<file path="src/rtl/div_operand_fixup.sv">
// Signed/unsigned operand fixup around an unsigned pipelined divider for RV32IM DIV/DIVU/REM/REMU.
// Per-op metadata rides a shift pipeline in lockstep with the divider; results get sign/divide-by-zero correction.
module div_operand_fixup #(
   parameter int LATENCY = 8,
   parameter int XLEN    = 32
) (
   input  logic            clk,
   input  logic            rst,
   input  logic            stall,
   input  logic            i_valid,
   input  logic [1:0]      i_op,
   input  logic [4:0]      i_rd,
   input  logic [XLEN-1:0] i_rs1,
   input  logic [XLEN-1:0] i_rs2,
   output logic [XLEN-1:0] o_div_dividend,
   output logic [XLEN-1:0] o_div_divisor,
   input  logic [XLEN-1:0] i_div_quotient,
   input  logic [XLEN-1:0] i_div_remainder,
   output logic            o_valid,
   output logic [4:0]      o_rd,
   output logic [XLEN-1:0] o_result,
   output logic            o_busy,
   input  logic [4:0]      i_chk_rs1,
   input  logic [4:0]      i_chk_rs2,
   output logic            o_hazard
);

   localparam int LAST = LATENCY - 1;

   function automatic logic [XLEN-1:0] neg_if(input logic neg, input logic [XLEN-1:0] v);
      return neg ? (~v + {{(XLEN-1){1'b0}}, 1'b1}) : v;
   endfunction

   function automatic logic [XLEN-1:0] fix_result(
      input logic            is_rem,
      input logic            dz,
      input logic            negq,
      input logic            negr,
      input logic [XLEN-1:0] rs1,
      input logic [XLEN-1:0] q,
      input logic [XLEN-1:0] r
   );
      if (dz) return is_rem ? rs1 : '1;
      return is_rem ? neg_if(negr, r) : neg_if(negq, q);
   endfunction

   logic is_signed, neg1, neg2, dz;

   always_comb begin
      is_signed = ~i_op[0];
      neg1      = is_signed & i_rs1[XLEN-1];
      neg2      = is_signed & i_rs2[XLEN-1];
      dz        = (i_rs2 == '0);
   end

   // Divider sees magnitudes every cycle; 0x80000000 stays put and reads as 2^31.
   assign o_div_dividend = neg_if(neg1, i_rs1);
   assign o_div_divisor  = neg_if(neg2, i_rs2);

   logic [LATENCY-1:0] vld_q, vld_d;
   logic [LATENCY-1:0] is_rem_q, is_rem_d;
   logic [LATENCY-1:0] dz_q, dz_d;
   logic [LATENCY-1:0] negq_q, negq_d;
   logic [LATENCY-1:0] negr_q, negr_d;
   logic [4:0]         rd_q  [LATENCY];
   logic [4:0]         rd_d  [LATENCY];
   logic [XLEN-1:0]    rs1_q [LATENCY];
   logic [XLEN-1:0]    rs1_d [LATENCY];

   always_comb begin
      vld_d    = vld_q;
      is_rem_d = is_rem_q;
      dz_d     = dz_q;
      negq_d   = negq_q;
      negr_d   = negr_q;
      rd_d     = rd_q;
      rs1_d    = rs1_q;
      if (!stall) begin
         vld_d[0]    = i_valid;
         is_rem_d[0] = i_op[1];
         dz_d[0]     = dz;
         negq_d[0]   = is_signed & (neg1 ^ neg2) & ~dz;
         negr_d[0]   = neg1 & ~dz;
         rd_d[0]     = i_rd;
         rs1_d[0]    = i_rs1;
         for (int k = 1; k < LATENCY; k++) begin
            vld_d[k]    = vld_q[k-1];
            is_rem_d[k] = is_rem_q[k-1];
            dz_d[k]     = dz_q[k-1];
            negq_d[k]   = negq_q[k-1];
            negr_d[k]   = negr_q[k-1];
            rd_d[k]     = rd_q[k-1];
            rs1_d[k]    = rs1_q[k-1];
         end
      end
   end

   // Only the valid bits need reset; payload is qualified by them everywhere.
   always_ff @(posedge clk) begin
      if (rst) vld_q <= '0;
      else     vld_q <= vld_d;
   end

   always_ff @(posedge clk) begin
      is_rem_q <= is_rem_d;
      dz_q     <= dz_d;
      negq_q   <= negq_d;
      negr_q   <= negr_d;
      rd_q     <= rd_d;
      rs1_q    <= rs1_d;
   end

   logic [XLEN-1:0] result;

   always_comb begin
      result   = fix_result(is_rem_q[LAST], dz_q[LAST], negq_q[LAST], negr_q[LAST],
                            rs1_q[LAST], i_div_quotient, i_div_remainder);
      o_valid  = vld_q[LAST];
      o_rd     = vld_q[LAST] ? rd_q[LAST] : 5'd0;
      o_result = vld_q[LAST] ? result : '0;
      o_busy   = |vld_q;
      o_hazard = 1'b0;
      // x0 is never a real dependency.
      for (int k = 0; k < LATENCY; k++) begin
         if (vld_q[k] && (rd_q[k] != 5'd0) &&
             ((rd_q[k] == i_chk_rs1) || (rd_q[k] == i_chk_rs2)))
            o_hazard = 1'b1;
      end
   end

endmodule

</file>
<file path="config.mk">
export PLATFORM = sky130hd
export DESIGN_NAME = div_operand_fixup
export DESIGN_NICKNAME = d
export VERILOG_FILES = /design/src/rtl/div_operand_fixup.sv
export SDC_FILE = /design/constraint.sdc
export NUM_CORES = 1
export LEC_CHECK = 0
export CAP_MARGIN = 25
export CELL_PAD_IN_SITES_DETAIL_PLACEMENT = 1
export CELL_PAD_IN_SITES_GLOBAL_PLACEMENT = 1
export CORE_ASPECT_RATIO = 0.6
export CORE_MARGIN = 1
export CORE_UTILIZATION = 35
export DETAILED_ROUTE_END_ITERATION = 10
export PLACE_DENSITY = 0.69
export SYNTH_ARGS = -nofsm -noshare
export SYNTH_HDL_FRONTEND = slang
export SYNTH_SLANG_ARGS = --single-unit
</file>
<file path="constraint.sdc">
create_clock -name clk -period 13.9 [get_ports clk]
set_clock_uncertainty 0.15 [all_clocks]
set_input_delay 3.475 -clock clk [delete_from_list [all_inputs] [get_ports clk]]
set_output_delay 3.475 -clock clk [all_outputs]
set_load 0.03 [all_outputs]
</file>
==> metrics.md, run 1 <==
| Metric | Value |
|---|---|
| Worst setup path start | i_div_remainder[10] |
| Number of cell rows | 58 |
| Synth top area share | 66.3% |
| Final Cycle Share | between 70% and 80% |
| Mapped Cells | about 1100 |
| Sink Count | about 340 |
| Routed Antenna Nets | 0 |
| Clock power frac | between 30% and 40% |
| Hold Crit Depth | 0 |
| Data arrival, critical path | 7.41 ns |
| Start point of the worst min-delay path | rs1_q[192] |
| LEAKAGE | around 6.5 nW |
| Initial antenna violation count | 0 |
| RSZ-0062 raised after global routing | false |
| Seq pwr share | approximately half |
| Die Width | around 270 microns |
| Max cap viols | 0 |
| Final net count | approximately 1500 |
| Switch Pwr | ~0.00056 W |
| Post-CTS Setup Repair Bufs | 0 |
| Place WS | approximately 2.9 ns |
| Max FO, Critical Path | 20 |
| Layout area overhead | 28.8% |
| Drt total wl | around 38000 microns |
| GRT overflow | 0 |
| Syn Std Cell Area | approximately 0.015 sq mm |
| Routability cong. | just under 0.9 |
| Drc violations | 0 |
| Vias in the first global route | between 9000 and 10000 |
| Synth Net Count | between 1000 and 1500 |
| Worst-Margin Slew | ~1.0 ns |
| Maximum clock insertion buffer count | 3 |
| Top_reg_cell synth | edfxtp_1 |
| DR vias | 9693 |
| Via density | around 5 |
| Slew headroom | a little under a third |
| Mean Syn Cell Area | ~14 sq um |
| IO Port Bufs | 252 |
| HP Class | flip-flop to flip-flop |
| Final-report hold violation count | 0 |
| WL met3 | about 2200 microns |
| Register-to-Register Path Depth | 2 |
| Distinct cells, synth | 50 |
| Switching share of power | about a quarter |
| Worst-path clk slew | 0.06 ns |
| Finished Cell Area | 0.0191 sq mm |
| TritonCTS Buffers | 34 |
| Met1 wire length | 19500 microns |
| Final setup TNS | 0 ns |
| First-pass GRT wire length | 57600 microns |
| Top Layer Used | met4 |
| Die H | about 160 microns |
| Setup slack, reg-to-reg | 12.52 ns |
| Routed WL per cell | about 20 microns |
| CTS tree | built |
| Top-count cell post-synth | edfxtp_1 |
| Detailed Routing Iterations Pass 1 | 5 |
| Ys Warns | 0 |
| WP data required | 10.27 ns |
| Register bit total from synthesis | 336 |
| Global Route Usage Sum | roughly 17% |
| Pin count of the biggest net entering global routing | between 100 and 150 |
| Ant diodes | 0 |
| Final Max Tran Viols | 0 |
| Hpwl dp | about 28000 microns |
| Initial drt markers | just over 700 |
| Core Box Area | about 0.042 sq mm |
| H-tree levels | 2 |
| Root Driver | clkbuf_16 |
| Die area | between 0.04 and 0.05 sq mm |
| Max Clk Rate | 90.6 MHz |
| Top post-synthesis cells by count | edfxtp_1 (328), xor2_1 (139), nor2_1 (65) |
| Hold_buf cts | 0 |
| Tmin final | 11.04 ns |
| Asr flop ratio synth | 0% |
| Max VDD drop | ~0.000076 V |
| Initial Utilization | 35.5% |
| P per Cell Area | 125 mW/mm^2 |
| Synth area leaders | edfxtp_1 (66%), xor2_1 (8.2%), xnor2_1 (2.5%), nor2_1 (1.6%), o21ai_0 (1.6%) |
| Layout cells sized above 1 | a little under 6% |
| Reg-to-Reg Start | vld_q[7] |
| Length of routed met2 wiring | 15500 microns |
| Post-synth EDFFs | between 300 and 400 |
| Final Setup Violations | 0 |
| Status | finished clean |
| Share of total power in combinational logic | a little under an eighth |
| Worst skew pair latency | between 0.5 and 0.6 ns |
| Startpoint Class | input pin |
| Final setup margin | ~2.9 ns |
| P_int | around 0.0018 W |
| Post_cts resized | 0 |
| Area after DPL | around 0.018 sq mm |
| Crit path kind | input pin to primary output |
| Largest area contributor in the synthesized netlist | edfxtp_1 |
| Num ports | 253 |
| Seq/Total Area, Yosys | between 60% and 70% |
| CP Capture Type | primary output |
==> registers in the layout, indices dropped and copies added (netlist names) <==
name and cells:
negq_q 8, negr_q 8, is_rem_q 8, rd_q 40, dz_q 8, vld_q 8, rs1_q 256
==> cell usage in the layout, fill, tap and decap left out, drive strengths merged, types with 9 or more instances in the layout <==
| cell type | instances |
|---|---|
| a211oi | 10 |
| a21oi | 47 |
| a31oi | 9 |
| buf | 9 |
| clkbuf | 37 |
| clkdlybuf4s50 | 252 |
| clkinv | 17 |
| edfxtp | 328 |
| inv | 20 |
| mux2i | 21 |
| nand2 | 31 |
| nor2 | 65 |
| nor2b | 9 |
| nor3 | 40 |
| nor4 | 17 |
| o21ai | 48 |
| o31ai | 22 |
| o41ai | 17 |
| or2 | 10 |
| or3 | 22 |
| or4 | 29 |
| xnor2 | 43 |
| xor2 | 139 |
==> power groups by stage <==
stage | sequential (W) | clock (W) | combinational [W]
after floorplan | 0.00123 | 0 | 0.000139
after global placement | 0.00123 | 0 | 0.000261
after detailed placement | 0.00123 | 0 | 0.000264
after CTS | 0.00121 | 0.000937 | 0.000266
after global routing | 0.00122 | 0.000970 | 0.000288
final | 0.00121 | 0.000907 | 0.000269
==> routing by layer <==
layer	global-route usage, %	vias to the layer above
met4	3.14	0
met2	24.3	286
met5	0	-
met1	26.9	4781
met3	3.45	41
li1	-	4585
==> critical path, stage by stage <==
cell,delay (ns)
clkdlybuf4s50_1,0.48
or4_4,0.56
or4b_1,0.87
or4_4,0.66
o311a_1,0.37
a211oi_2,0.27
clkdlybuf4s50_1,0.73
==> final timing paths <==
check	endpoint
worst min register to register	rs1_q[160]
worst min-delay path	rs1_q[160]
worst max-delay path	o_result[28]
worst max register to register	vld_q[7]
==> cell type report <==
cell class / instances / area (sq um)
multi-input combinational: 666 / 4580
fill: 4261 / 22700
clock inverter: 25 / 269
inverter: 17 / 71.3
clock buffer: 37 / 862
sequential: 336 / 10000
timing repair buffer: 261 / 2630
tap: 570 / 713
==> metrics by stage <==
step / total power, W / hold slack (ns) / std cells / utilization (%)
2_1_floorplan: 0.00137 / 0.250 / 1072 / -
3_3_place_gp: 0.00149 / 0.251 / 1847 / 42.8
3_5_place_dp: 0.00150 / 0.255 / 1848 / 42.9
4_1_cts: 0.00242 / 0.267 / 1910 / 45.6
5_1_grt: 0.00247 / 0.269 / 1912 / 45.7
6_report: 0.00239 / 0.265 / 1912 / 45.7
==> cells by family after synthesis <==
| family | share of synthesized area [%] |
|---|---|
| flops | 67.4 |
| simple gates | 9.28 |
| compound gates | 9.03 |
| xor+xnor | 10.7 |
| buf+inv | 1.84 |
| mux | 1.41 |
| fa+ha+maj | 0.337 |
No activity file was read; power rests on OpenSTA's default activity.
==> inputs of run 2 (changes only) <==
--- a/config.mk
+++ b/config.mk
@@ -12,7 +12,7 @@
 export CORE_MARGIN = 1
 export CORE_UTILIZATION = 35
 export DETAILED_ROUTE_END_ITERATION = 10
-export PLACE_DENSITY = 0.69
+export PLACE_DENSITY = 0.71
 export SYNTH_ARGS = -nofsm -noshare
 export SYNTH_HDL_FRONTEND = slang
 export SYNTH_SLANG_ARGS = --single-unit
==> constraint.sdc (replaced) <==
create_clock -name clk -period 9.49 [get_ports clk]
set_clock_uncertainty 0.15 [all_clocks]
set_input_delay 2.3725 -clock clk [delete_from_list [all_inputs] [get_ports clk]]
set_output_delay 2.3725 -clock clk [all_outputs]
set_load 0.03 [all_outputs]
==> run 2 against run 1 <==
  * Global-route usage is essentially flat
  * Die area is the same
  * Setup slack worse by 1.9 ns
  * Combinational power grew 46%
  * Count of clock-buffer cells in the layout stayed put
  * Sequential share of layout area is 0.23 points higher
  * Clock power rose by 41%
  * Sequential cell count unchanged
  * Via count decreased by 0.76%
  * Final cell count is 0.21% lower
  * First-iteration DRC count up 0.42%
  * Register-to-register slack got worse by 4.0 ns
==> metrics.md, run 2 (synthesis results as in run 1) <==
| Metric | Value |
|---|---|
| Die H | ~160 microns |
| Worst skew pair latency | ~0.57 ns |
| Final Setup Violations | 0 |
| Layout cells sized above 1 | 5.68% |
| Tmin final | about 8.5 ns |
| Detailed Routing Iterations Pass 1 | 5 |
| Pin count of the biggest net entering global routing | ~200 |
| Worst-Margin Slew | about 1.1 ns |
| Max reg flops | 256 |
| Share of total power in combinational logic | about 11% |
| Finished Cell Area | 0.0190 sq mm |
| Die area | roughly 0.043 sq mm |
| Root Driver | clkbuf_16 |
| Data arrival, critical path | 6.01 ns |
| RSZ-0062 raised after global routing | false |
| Drc violations | 0 |
| H-tree levels | 1 |
| Routability cong. | a little under 0.9 |
| Hold_buf cts | 0 |
| LEAKAGE | roughly 6.4 nW |
| Layout area overhead | 28.2% |
| Maximum clock insertion buffer count | 3 |
| HP Class | flip-flop to flip-flop |
| Hold Crit Depth | 0 |
| CP Capture Type | primary output |
| Post_cts resized | 0 |
| Core Box Area | 0.0419 sq mm |
| Slew headroom | between 20% and 30% |
| Via density | 5.04 |
| Switch Pwr | 0.000784 W |
| Routed WL per cell | between 15 and 20 microns |
| Final Max Tran Viols | 0 |
| Initial antenna violation count | 1 |
| Final Cycle Share | roughly nine tenths |
| Drt total wl | between 30000 and 40000 microns |
| GRT overflow | 0 |
| Final-report hold violation count | 0 |
| IO Port Bufs | 252 |
| TritonCTS Buffers | 31 |
| Max cap viols | 0 |
| Largest reg by FF count | rs1_q |
| Switching share of power | 22.7% |
| Final net count | around 1500 |
| P_int | 0.00267 W |
| Commonest cells after routing, fill and taps aside | edfxtp_1 (328), clkdlybuf4s50_1 (252), xor2_1 (139), nor2_1 (64), o21ai_0 (48) |
| Final setup TNS | 0 ns |
| Biggest regs | rs1_q: 256 flops, rd_q: 40 flops |
| DR vias | between 9000 and 10000 |
| Post-CTS Setup Repair Bufs | 0 |
| Startpoint Class | input pin |
| Number of cell rows | 58 |
| Worst-path clk slew | approximately 0.06 ns |
| Die Width | around 270 microns |
| CTS tree | built |
| Routed Antenna Nets | 0 |
| Sink Count | 336 |
| Leading cell type in the layout, fill and taps excluded | edfxtp_1 |
| Crit path kind | input pin to primary output |
| Hpwl dp | 28000 microns |
| Register-to-Register Path Depth | 2 |
| Status | finished clean |
| Seq pwr share | between 50% and 60% |
| Area after DPL | 0.0180 sq mm |
| First-pass GRT wire length | about 58000 microns |
| P per Cell Area | around 180 mW/mm^2 |
| Vias in the first global route | a little under 10000 |
| Initial drt markers | 710 |
| Max FO, Critical Path | 20 |
| WP data required | about 7.0 ns |
| Num ports | 253 |
| Initial Utilization | a little over a third |
| Max Clk Rate | approximately 120 MHz |
| Total power | between 0.003 and 0.004 W |
| Global Route Usage Sum | roughly 17% |
| Max VDD drop | ~0.00015 V |
| Hold slack | 0.266 ns |
| Clock power frac | a little under two fifths |
run 2: cell types whose count changed in the layout (fill, tap and decap cells not counted), moves of 2 or more:
cell	delta
clkinv_1	-6
buf_4	+3
clkbuf_1	+3
clkbuf_16	-3
buf_16	-2
bufinv_16	+2
run 2: per-stage QoR:
step	worst slack [ns]	std cells	util, %
6_report	0.958	1908	45.5
5_1_grt	0.822	1907	45.5
4_1_cts	0.925	1907	45.5
3_5_place_dp	0.925	1851	42.9
3_3_place_gp	1.01	1851	42.9
2_1_floorplan	1.03	1072	-
run 2: critical path, cell delays in order:
cell and delay [ns]:
clkdlybuf4s50_1 0.47, or4_4 0.56, or4b_1 0.51, buf_4 0.21, or4_4 0.57, o311a_1 0.36, a211oi_1 0.22, clkdlybuf4s50_1 0.72
run 2: power by group through the flow:
stage	clock, W	combinational (W)	sequential (W)
global placement	0	0.000383	0.00180
global route	0.00137	0.000420	0.00178
detailed placement	0	0.000390	0.00181
CTS	0.00133	0.000393	0.00178
finish	0.00128	0.000392	0.00177
floorplan	0	0.000204	0.00180
run 2: final timing paths:
check / from / to / slack, ns
worst max-delay path: i_div_remainder[10] / o_result[30] / 0.96
worst min-delay path: is_rem_q[3] / is_rem_q[4] / 0.27
worst max register to register: vld_q[7] / vld_q[7] / 8.47
worst min register to register: is_rem_q[3] / is_rem_q[4] / 0.27
run 2: cell type report:
type	count	area, sq um
clock buffers	37	798
diodes	1	2.50
fillers	4288	22800
inverters	17	67.6
multi-input cells	666	4580
flip-flops and latches	336	10000
well taps	570	713
repair buffers	262	2610
clock inverters	19	265
run 2: routing by layer:
| metal | up-vias | share of wire, % | global-route usage (%) |
|---|---|---|---|
| met5 | - | 0 | 0 |
| li1 | 4580 | - | - |
| met1 | 4709 | 50 | 25.7 |
| met4 | 0 | 1.5 | 3.45 |
| met3 | 44 | 6.5 | 4.41 |
| met2 | 286 | 42 | 25.0 |
